<file path="src/rtl/alu_control_mc.sv">
// ALU control unit: combinational decode for single-cycle ops, counter FSM for iterative ops.
// Optional divide support is enabled by defining ALU_CTRL_DIV_EN.
module alu_control_mc #(
  parameter int unsigned CTRL_W  = 3,
  parameter int unsigned MUL_LAT = 4,
  parameter int unsigned DIV_LAT = 32
) (
  input  logic              clk_i,
  input  logic              rst_i,
  input  logic              valid_i,
  input  logic [1:0]        ALUOp_i,
  input  logic [5:0]        funct_i,
  output logic [CTRL_W-1:0] ALUCtrl_o,
  output logic              busy_o,
  output logic              done_o,
  output logic              illegal_o
);

  if ((CTRL_W < 3) || (MUL_LAT < 1) || (DIV_LAT < 1)) begin : gen_param_check
    $error("alu_control_mc: CTRL_W must be >= 3, MUL_LAT and DIV_LAT must be >= 1");
  end

`ifdef ALU_CTRL_DIV_EN
  localparam int unsigned MaxLat = (MUL_LAT > DIV_LAT) ? MUL_LAT : DIV_LAT;
`else
  localparam int unsigned MaxLat = MUL_LAT;
`endif
  localparam int unsigned CntW = $clog2(MaxLat + 1);

  localparam logic [2:0] OpAnd = 3'b000;
  localparam logic [2:0] OpOr  = 3'b001;
  localparam logic [2:0] OpAdd = 3'b010;
  localparam logic [2:0] OpMul = 3'b011;
`ifdef ALU_CTRL_DIV_EN
  localparam logic [2:0] OpDiv = 3'b100;
`endif
  localparam logic [2:0] OpSub = 3'b110;
  localparam logic [2:0] OpSlt = 3'b111;

  typedef enum logic {StIdle, StBusy} state_e;

  state_e          state_q, state_d;
  logic [CntW-1:0] cnt_q, cnt_d;
  logic [2:0]      op_q, op_d;

  logic [2:0]      dec_code;
  logic            dec_iter;
  logic            dec_ill;
  logic [CntW-1:0] dec_cnt;

  // Instruction decode; dec_cnt is the remaining-cycle count loaded on issue.
  always_comb begin
    dec_code = OpAdd;
    dec_iter = 1'b0;
    dec_ill  = 1'b0;
    dec_cnt  = '0;
    unique case (ALUOp_i)
      2'b00: dec_code = OpAdd;
      2'b01: dec_code = OpSub;
      2'b10: dec_code = OpOr;
      default: begin
        case (funct_i)
          6'b100000: dec_code = OpAdd;
          6'b100010: dec_code = OpSub;
          6'b100100: dec_code = OpAnd;
          6'b100101: dec_code = OpOr;
          6'b101010: dec_code = OpSlt;
          6'b011000: begin
            dec_code = OpMul;
            dec_iter = 1'b1;
            dec_cnt  = CntW'(MUL_LAT - 1);
          end
`ifdef ALU_CTRL_DIV_EN
          6'b011010: begin
            dec_code = OpDiv;
            dec_iter = 1'b1;
            dec_cnt  = CntW'(DIV_LAT - 1);
          end
`endif
          default: dec_ill = 1'b1;
        endcase
      end
    endcase
  end

  always_ff @(posedge clk_i) begin
    if (rst_i) begin
      state_q <= StIdle;
      cnt_q   <= '0;
      op_q    <= '0;
    end else begin
      state_q <= state_d;
      cnt_q   <= cnt_d;
      op_q    <= op_d;
    end
  end

  always_comb begin
    state_d = state_q;
    cnt_d   = cnt_q;
    op_d    = op_q;
    unique case (state_q)
      StIdle: begin
        if (valid_i && dec_iter) begin
          state_d = StBusy;
          cnt_d   = dec_cnt;
          op_d    = dec_code;
        end
      end
      StBusy: begin
        if (cnt_q != '0) begin
          cnt_d = cnt_q - CntW'(1);
        end else begin
          state_d = StIdle;
        end
      end
      default: state_d = StIdle;
    endcase
  end

  // Reset forces benign outputs combinationally so a held-in-reset pipeline never stalls.
  always_comb begin
    ALUCtrl_o = CTRL_W'(OpAdd);
    busy_o    = 1'b0;
    done_o    = 1'b0;
    illegal_o = 1'b0;
    if (!rst_i) begin
      unique case (state_q)
        StIdle: begin
          ALUCtrl_o = CTRL_W'(dec_code);
          busy_o    = valid_i && dec_iter;
          illegal_o = dec_ill;
        end
        StBusy: begin
          ALUCtrl_o = CTRL_W'(op_q);
          busy_o    = (cnt_q != '0);
          done_o    = (cnt_q == '0);
        end
        default: ;
      endcase
    end
  end

endmodule
</file>
<file path="config.mk">
export PLATFORM = sky130hd
export DESIGN_NAME = alu_control_mc
export DESIGN_NICKNAME = d
export VERILOG_FILES = /design/src/rtl/alu_control_mc.sv
export SDC_FILE = /design/constraint.sdc
export NUM_CORES = 1
export LEC_CHECK = 0
export CORE_AREA = 2 2 39 41
export CTS_BUF_LIST = sky130_fd_sc_hd__clkbuf_4 sky130_fd_sc_hd__clkbuf_8
export DETAILED_ROUTE_END_ITERATION = 7
export DIE_AREA = 0 0 41 43
export GPL_ROUTABILITY_DRIVEN = 0
export GPL_TIMING_DRIVEN = 1
export PLACE_DENSITY = 0.73
export SLEW_MARGIN = 40
export SYNTH_ARGS = -nofsm -noshare
export SYNTH_HDL_FRONTEND = slang
export SYNTH_SLANG_ARGS = --single-unit
</file>
<file path="constraint.sdc">
create_clock -name clk_i -period 1.5 [get_ports clk_i]
set_input_delay 0.15 -clock clk_i [delete_from_list [all_inputs] [get_ports clk_i]]
set_output_delay 0.15 -clock clk_i [all_outputs]
set_load 0.05 [all_outputs]
</file>
Word-level counts from Yosys, hierarchy flattened. Cells that the tools add are included.

Register bits: 7. Input bits: 11. Output and inout bits: 6. Word-level logic and storage cells: 45.

Add/sub/neg operators: 1. Eq/ne operators: 10. Mux-type cells: 22. Bitwise logic cells: 1. Reductions and logical operators: 8.

Operators with widths (count): $eq A6 B6 Y1 const B (5); $pmux W3 S5 (1); $pmux W3 S2 (2); $mux W1 (11); $mux W3 (3); $pmux W3 S3 (1); $eq A6 B5 Y1 const B (1); $reduce_or A6 Y1 (1); $mux W2 (2); $pmux W1 S2 (2); $reduce_and A2 Y1 (2); $logic_not A3 Y1 (1); $reduce_bool A3 Y1 (1); $reduce_or A3 Y1 (1); $sub A3 B1 Y3 const B (1); $eq A2 B1 Y1 const B (1); $eq A2 B2 Y1 const B (1); $logic_not A2 Y1 (1); $ne A2 B1 Y1 const B (1); $ne A2 B2 Y1 const B (1); $logic_and A1 B1 Y1 (1); $not A1 Y1 (1).

Longest topological paths before layout. Gate-level depths: netlist (run 1).

Word-level depth: 6. Mapped depth: 7. Depth with buffers taken out: 7.

Worst setup path before layout (run 1). Ideal clock, no wire load.

Kind: register to output. Start: register state_q. End: output illegal_o. Arrival time: 1931 ps. Required time: 1350 ps. Path slack: -581 ps. Cell stages (with the launch flop): 5. Buffers on the path: 1. Cell sequence: dfxtp_1 -> buf_4 -> nor3b_1 -> nand2_1 -> a211oi_1.

Word-level cells in the longest chain between the ends: 2.

RTL lines: start, declared (line 42) `state_e state_q, state_d;`; start signal, assigned (line 88) `state_q <= StIdle;`; start signal, assigned (line 92) `state_q <= state_d;`; $mux W1 (line 128) `unique case (state_q)`; $mux W1 (line 127) `if (!rst_i) begin`; end, declared (line 16) `output logic illegal_o`.

No other way between the ends.

Worst setup path after layout (run 1).
Start: register cnt_q[0]. End: output busy_o.

Word-level cells in the longest chain between the ends: 3.

RTL lines: start, declared (line 43) `logic [CntW-1:0] cnt_q, cnt_d;`; start signal, assigned (line 93) `cnt_q <= cnt_d;`; $reduce_bool A3 Y1 (line 136) `busy_o = (cnt_q != '0);`; $pmux W1 S2 (line 128); $mux W1 (line 127); end, declared (line 14) `output logic busy_o,`.

No other way between the ends.

==> impl_metrics.toml, run 1 <==
[run_status]
status = "finished with violations"
failed_checks = "negative setup slack"

[drt]
num_vias = 561
drt_pass1_iterations = 4
ant_nets = 0
drc = 0
viasPerCell = 5.009
post_drt_wl_per_cell_um = 13.04
drt_iter0_drc = 5
totalWireLength_um = 1460

[power]
p_total_mw = 0.5108
pwr_density_cell_mw_per_mm2 = 521.4
clockPowerShare_pct = 36.0
p_int_mw = 0.3769
p_sw_mw = 0.1339
p_comb_share_pct = 27.8
vdd_drop_max_uv = 477.3
sequentialPowerShare_pct = 36.2
power.leakage_nw = 0.3913
netSwitchingFraction_pct = 26.21

[global_routing]
grt_pass1_wl_um = 2270
grt_pass1_vias = 572
grt_max_degree = 11
grt_overflow = 0
grt_usage_pct = 19.09
antenna_found_initial = 0

[critical_path]
worst-path-buf-inv = 2
r2r_end = "cnt_q[1]"
r2r_cells = 8
path_class = "flop to output port"
worst_ep_arrival_time_ps = 1410
path_cells = "inv_2 > ha_4 > ha_4 > nor2b_4 > nor2_4 > nor2_4 > buf_12"
rrSetupSlack_ps = 120
crit_slowest_cell = "dfxtp_2"
reg2reg_from = "cnt_q[0]"
path_depth = 7
critPathCaptureType = "output port"
cp_max_fo = 2
crit_end = "busy_o"
max_stage_delay_ps = 330
crit_start = "cnt_q[0]"
start_kind = "flop"
critPathRequiredTime_ps = 1350
critical_path.top_delay_family = "flip-flops"

[logic_synthesis]
yosysUniqueCellTypes = 27
synth_area_per_cell_um2 = 7.897
yosysSeqAreaShare_pct = 29.09
yosys_warnings = 0
syn_area_um2 = 481.7
synthCells = 61
ys_ff_latch = 7
syn-num-nets = 74

[floorplan]
coreArea_mm2 = 0.001384
die_w_um = 41
initial_core_util_pct = 34.81
rows = 14
ios = 17
die-area_mm2 = 0.001763
die_y_um = 43

[sta]
fmax_ghz = 0.6409
rsz0062_at_grt = "yes"
drv_slew = 0
period_minus_slack_ps = 1560
finalWorstSetupSlack_ps = -60.22
relSlewSlack_pct = 78.49
max_slew.worst_pin.slew_ps = 322.7
fin_crit_sh_pct = 104.0
skew_ps = 3.180
setup_viol = 1
hold_violations = 0
setup_tns_ps = -60.22

[cells_and_area]
antenna_cells = 0
seq_area_um2 = 146.4
nets = 110
drive_gt1_share_pct = 54.17
syn_to_final_growth_pct = 103.4
multiInputGateArea_um2 = 424.2
fill_cells = 113
fin_area_um2 = 979.7

[worst_hold_path]
min_path_type = "flop to flop"

[place]
hpwl_um = 1000
dpl_cell_area_um2 = 819.5
io_buffers = 16

[clock_tree]
clock_latency_ps = 250
hold_buffers = 0
cts_buffers = 3
clock_tree.buffer_depth = 2
cts_tree = "yes"
h-tree-depth = 1
cts-root-buf = "clkbuf_4"
clk_pin_slew_ps = 50
clock_sinks = 7

[run]
maxCapViolCount = 0
-- power by group through the flow --
stage | combinational, mW | clock (mW) | sequential (mW)
after global routing | 0.151 | 0.210 | 0.185
after detailed placement | 0.126 | 0 | 0.190
after global placement | 0.125 | 0 | 0.190
final | 0.142 | 0.184 | 0.185
after floorplan | 0.0518 | 0 | 0.190
after CTS | 0.130 | 0.192 | 0.187
-- cell usage after synthesis, drive strengths merged --
master,number,area [um2]
o221ai,1,8.760
o41ai,1,8.760
dfxtp,7,140.1
o21ai,3,15.01
nor3b,4,30.03
nand3b,1,7.510
nor2,8,30.03
a211oi,2,20.02
nor3,1,5.000
nand4b,1,8.760
nand2,6,22.52
a21oi,4,20.02
and3,1,6.260
nand4bb,1,11.26
a21o,1,7.510
clkbuf,1,3.750
or3b,1,11.26
nand3,1,5.000
a211o,1,8.760
inv,6,22.52
ha,2,25.02
buf,1,7.510
a32o,1,10.01
nor4,1,21.27
nor2b,2,12.51
nand2b,2,12.51
-- kinds of logic (layout without fill, tap and decap cells) --
| logic type | Yosys count | count (layout) | share of synthesized area [%] |
|---|---|---|---|
| AOI/OAI and AO/OA | 14 | 14 | 20.52 |
| DFF | 7 | 7 | 29.09 |
| and+or+nand+nor | 30 | 30 | 38.18 |
| buffers and inverters | 8 | 43 | 7.012 |
| adders and majority gates | 2 | 2 | 5.194 |
-- through the flow --
step	std cells	worst slack, ps	hold WS, ps	util [%]
floorplan	61	1.757	308.5	-
global placement	103	-349.7	442.0	59.22
detailed placement	103	-367.0	465.3	59.22
CTS	111	-100.2	462.5	67.27
global route	112	-125.5	493.7	70.80
finish	112	-60.22	468.8	70.80
-- timing repair --
item                                    CTS  global route
setup buffers                             5             4
endpoints found under the setup margin    7             7
gates resized for setup                  27            18
cloned                                    0             0
pin swaps                                 7            11
-- cells in the final DEF, fill, tap and decap left out, types with 2 or more instances in the layout --
cell and instances:
clkdlybuf4s15_1 4, dfxtp_2 2, buf_6 4, buf_4 14, buf_12 5, inv_1 4, nor2_4 3, a21oi_1 3
dlygate4sd2_1 3, nor3b_2 2, nor3b_1 2, o21ai_1 2, nand2_1 6, nand2b_1 2, nor2b_4 2, nor2_1 5
dfxtp_1 4, ha_4 2, clkbuf_4 4, clkbuf_2 2, inv_2 2
-- flip-flops by register name, summed over array words and instances, names as in the netlist --
register and cells:
cnt_q 3, op_q 3, state_q 1
-- per-layer routing --
layer	vias to the layer above	routed length (um)	global-route usage [%]
li1	285	-	-
met1	259	563	22.30
met2	17	815	32.19
met3	0	81	3.141
met4	0	0	8.000
met5	-	0	0
-- worst min-delay path: cells and delay by family (launching register included) --
family,cells,cell delay [ps]
and+or+nand+nor,2,120
DFF,1,320
-- final cells by class --
class,instances,share of cell area [%]
Multi-Input combinational cell,46,43.30
Timing Repair Buffer,33,34.36
Sequential cell,7,14.94
Clock buffer,4,3.065
Inverter,6,2.299
Tap cell,16,2.043
-- worst min-delay path by stage --
stage	from	to	slack [ps]	cells after the start
floorplan	rst_i	cnt_q[0]	310	3
global placement	op_q[1]	op_q[1]	440	2
detailed placement	op_q[1]	op_q[1]	470	2
CTS	rst_i	cnt_q[0]	460	5
global route	rst_i	cnt_q[0]	490	5
finish	op_q[1]	op_q[1]	470	2
(Power assumes the default switching activity.)
==> inputs of run 2 (changes only) <==
SLEW_MARGIN = 20   (was 40)
clock period = 1.7 ns   (was 1.5 ns; I/O delays follow)
==> impl_metrics.toml, run 2 (synthesized netlist as in run 1, its figures left out) <==
[drt]
drt_iter0_drc = 4
ant_nets = 0
drt_pass1_iterations = 2
post_drt_wl_per_cell_um = 12.41
num_vias = 550
totalWireLength_um = 1353
viasPerCell = 5.046
drc = 0

[global_routing]
grt_max_degree = 12
grt_usage_pct = 16.83
antenna_found_initial = 0
grt_overflow = 0
grt_pass1_vias = 536
grt_pass1_wl_um = 2104

[floorplan]
coreArea_mm2 = 0.001384
ios = 17
initial_core_util_pct = 34.81
die_y_um = 43
die_w_um = 41
rows = 14
die-area_mm2 = 0.001763

[clock_tree]
h-tree-depth = 1
clk_pin_slew_ps = 40
clock_tree.buffer_depth = 2
clock_latency_ps = 240
cts_buffers = 3
cts-root-buf = "clkbuf_4"
clock_sinks = 7
cts_tree = "yes"

[cells_and_area]
final_cell_count_no_fill = 109
reg_top3 = "cnt_q: 3 flops, op_q: 3 flops, state_q: 1 flops"
fill_cells = 117
nets = 107
drive_gt1_share_pct = 47.31
utilization_pct = 65.01
multiInputGateArea_um2 = 374.1
antenna_cells = 0
mostFrequentLayoutCell = "buf_4"
fin_area_um2 = 899.6
syn_to_final_growth_pct = 86.75
seq_area_um2 = 142.6
layout_common_cells = "buf_4, inv_1, nand2_1, nor2_1"

[run_status]
status = "finished, final reports clean"

[place]
io_buffers = 16
dp_slack_ps = -174.9
dpl_cell_area_um2 = 808.3
hpwl_um = 961.5
dp_cells = 104

[worst_hold_path]
min_path_cells = 2
min_path_type = "flop to flop"

[power]
p_total_mw = 0.4416
clockPowerShare_pct = 36.0
pwr_density_cell_mw_per_mm2 = 490.8
power.leakage_nw = 0.3832
sequentialPowerShare_pct = 37.3
p_sw_mw = 0.1097
netSwitchingFraction_pct = 24.85
p_int_mw = 0.3318
vdd_drop_max_uv = 407.0
p_comb_share_pct = 26.6

[critical_path]
path_class = "input port to output port"
critPathCaptureType = "output port"
worst-path-buf-inv = 2
cp_max_fo = 3
max_stage_delay_ps = 410
start_kind = "input port"
path_depth = 6
crit_slowest_cell = "or3b_4"
critical_path.top_delay_family = "simple AND/OR/NAND/NOR gates"
path_cells = "clkdlybuf4s15_1 > or3b_4 > nor4_4 > nor2_2 > nor2_4 > buf_12"
r2r_cells = 7
worst_ep_arrival_time_ps = 1470
critPathRequiredTime_ps = 1530

[sta]
hold_violations = 0
period_minus_slack_ps = 1637
setup_tns_ps = 0
relSlewSlack_pct = 82.27
finalWorstSetupSlack_ps = 63.24
drv_slew = 0
fmax_ghz = 0.6110
fin_crit_sh_pct = 96.28
max_slew.worst_pin.slew_ps = 265.5
setup_viol = 0
whs_ps = 457.7
skew_ps = 6.751

[run]
maxCapViolCount = 0
==> run 2: cell count changes in the layout (fill, tap and decap cells not counted), sizes merged <==
cell | before | now
clkdlybuf4s15 | 4 | 1
clkdlybuf4s50 | 1 | 4
dlygate4sd2 | 3 | 1
buf | 23 | 20
dlymetal6s2s | 0 | 2
==> run 2: worst register-to-register path, stage by stage (launching register included) <==
cell and delay (ps):
dfxtp_2 320, inv_1 50, ha_2 190, ha_4 160, nor2b_2 140, buf_4 150, nor3_1 50, a211oi_2 170
==> run 2: layout make-up <==
class,count,area share (%)
well taps,16,2.225
multi-input cells,46,41.59
clock buffers,4,3.338
inverters,6,2.503
flip-flops and latches,7,15.86
repair buffers,30,34.49
==> run 2: power groups by stage <==
stage	registers, mW	logic [mW]	clock network, mW
after global routing	0.164	0.125	0.178
after floorplan	0.168	0.0428	0
after detailed placement	0.168	0.110	0
final	0.165	0.118	0.159
after global placement	0.168	0.109	0
after CTS	0.165	0.115	0.168
==> run 2: repair_timing <==
action                                  4_1_cts  5_1_grt
pin swaps                                     7       11
hold buffers                                  0        0
endpoints found under the setup margin        5        5
resized for setup                            14       14
hold endpoints to repair                      0        0
buffers inserted                              0        1
==> run 2: path summary, 6_finish.rpt <==
| check | from | endpoint | slack [ps] |
|---|---|---|---|
| max reg2reg | cnt_q[0] | cnt_q[1] | 380 |
| min reg2reg | op_q[1] | op_q[1] | 460 |
| min | op_q[1] | op_q[1] | 460 |
| max | funct_i[2] | busy_o | 60 |
==> run 2: per-layer routing <==
| metal | part of all wire (%) | global-route usage [%] | routed length (um) | vias to the layer above |
|---|---|---|---|---|
| met1 | 41 | 19.54 | 561 | 253 |
| met4 | 0 | 6.000 | 0 | 0 |
| met3 | 5.7 | 1.047 | 77 | 0 |
| met5 | 0 | 0 | 0 | - |
| met2 | 53 | 30.00 | 714 | 15 |
| li1 | - | - | - | 282 |
==> edit (flow settings as in run 1) <==
The parameter `CTRL_W` goes from 3 to 6.
--- a/src/rtl/alu_control_mc.sv
+++ b/src/rtl/alu_control_mc.sv
@@ -1,7 +1,7 @@
 // ALU control unit: combinational decode for single-cycle ops, counter FSM for iterative ops.
 // Optional divide support is enabled by defining ALU_CTRL_DIV_EN.
 module alu_control_mc #(
-  parameter int unsigned CTRL_W  = 3,
+  parameter int unsigned CTRL_W  = 6,
   parameter int unsigned MUL_LAT = 4,
   parameter int unsigned DIV_LAT = 32
 ) (
Interface: changed (resized ALUCtrl_o); port bits go from 17 to 20. The function was not compared with the original's and may differ.
==> edit against run 1 <==
The run still ends with negative setup slack left. Non-clock buffer count shrank 3. Power grew 2.8%. Cell count is the same. Sequential cell count is the same. Synthesized area grew 5.5%. Via count grew 1.4%. Register-to-register slack gained 0.04 ns. Setup slack gained 0.015 ns. Wire length shrank 7.0%. Final area shrank 2.3%. Critical endpoint unchanged. Largest cell class unchanged.
==> edit: results (changes against run 1) <==
metric	value	unit	change
violated checks	negative setup slack		unchanged
R2R cell count	5		was 8
pin count of the biggest net entering global routing	12		was 11
clk_skew	0.00214	ns	was 0.00318 ns
metal3 WL	84	µm	was 81 µm
worst min-delay path startpoint	rst_i		was op_q[1]
adder-cell area share of the yosys netlist	4.93	%	was 5.19%
setup TNS	-0.0614	ns	was -0.0602 ns
hold crit path type	primary input to flip-flop		was flip-flop to flip-flop
status	complete, but fails checks		unchanged
share of post-route cells with drive strength above 1	51.0	%	was 54.2%
Final Setup Violations	3		was 1
Placement Cell Area	846	µm²	was 820 µm²
synth unique cells	28		was 27
Net Sw Power	152	µW	was 134 µW
GRT Total Usage	17.7	%	was 19.1%
DRT iter0 DRCs	9		was 5
Setup Buffers After CTS	0		was 5
Peak VDD IR	0.370	mV	was 0.477 mV
hold path cells	3		was 2
first-pass GRT wire length	2100	µm	was 2270 µm
DP Worst Slack	-0.337	ns	was -0.367 ns
Leak Pwr	0.000381	µW	was 0.000391 µW
DR WL met2	671	µm	was 815 µm
Compound-Gate Fraction of Synth Area	19.5	%	was 20.5%
Seq/Total Area, Yosys	27.6	%	was 29.1%
setup ws final	-0.0454	ns	was -0.0602 ns
-- edit: cell count changes in the layout (fill, tap and decap cells not counted), sizes merged --
cell,delta
buf,-3
clkbuf,-1
clkdlybuf4s15,-1
conb,+3
dlygate4sd2,+2
-- edit: power groups by stage --
stage	Sequential [µW]	Clock (µW)	Combinational, µW
floorplan	190	0	74.2
global placement	190	0	143
detailed placement	190	0	144
CTS	186	193	145
global route	186	205	162
finish	187	187	152
-- edit: timing repair --
action / 4_1_cts / 5_1_grt
setup endpoints to repair: 8 / 6
resized for setup: 24 / 15
pin swaps: 6 / 9
cloned: 0 / 0
-- edit: kinds of logic (layout without fill, tap and decap cells) --
family	count (synthesis)	count (layout)
AND/OR/NAND/NOR	30	30
AO/OA/AOI/OAI	14	14
buffers and inverters	11	40
flip-flops	7	7
adder cells (fa/ha/maj)	2	2
other	1	3
-- edit: area by class of cell --
| type | instances | area [µm²] |
|---|---|---|
| clock buffer | 4 | 30.0 |
| timing repair buffer | 30 | 309 |
| tap | 16 | 20.0 |
| fill | 113 | 427 |
| inverter | 6 | 22.5 |
| sequential | 7 | 144 |
| multi-input combinational | 49 | 432 |
-- edit: path summary, 6_finish.rpt --
check,endpoint,slack (ns)
hold reg to reg,op_q[1],0.47
setup / recovery,busy_o,-0.05
setup reg to reg,cnt_q[1],0.16
hold / removal,cnt_q[1],0.44
-- edit: per-stage QoR --
stage                     util [%]  instances  hold WS, ns
after CTS                     65.7        112        0.442
after floorplan                  -         67        0.308
after detailed placement      61.1        108        0.455
after global placement        61.1        108        0.442
after global routing          69.2        112        0.474
final                         69.2        112        0.439
-- edit: worst register-to-register path: cells and delay by family (launching register included) --
kind	cells	cell delay (ns)
DFF	1	0.33
AOI/OAI and AO/OA	1	0.19
and+or+nand+nor	3	0.54
buffers and inverters	1	0.21
-- edit: routing by layer --
metal	GRT usage, %	up-vias
li1	-	284
met1	19.0	259
met2	30.0	21
met3	3.14	5
met4	10.0	0
met5	0	-
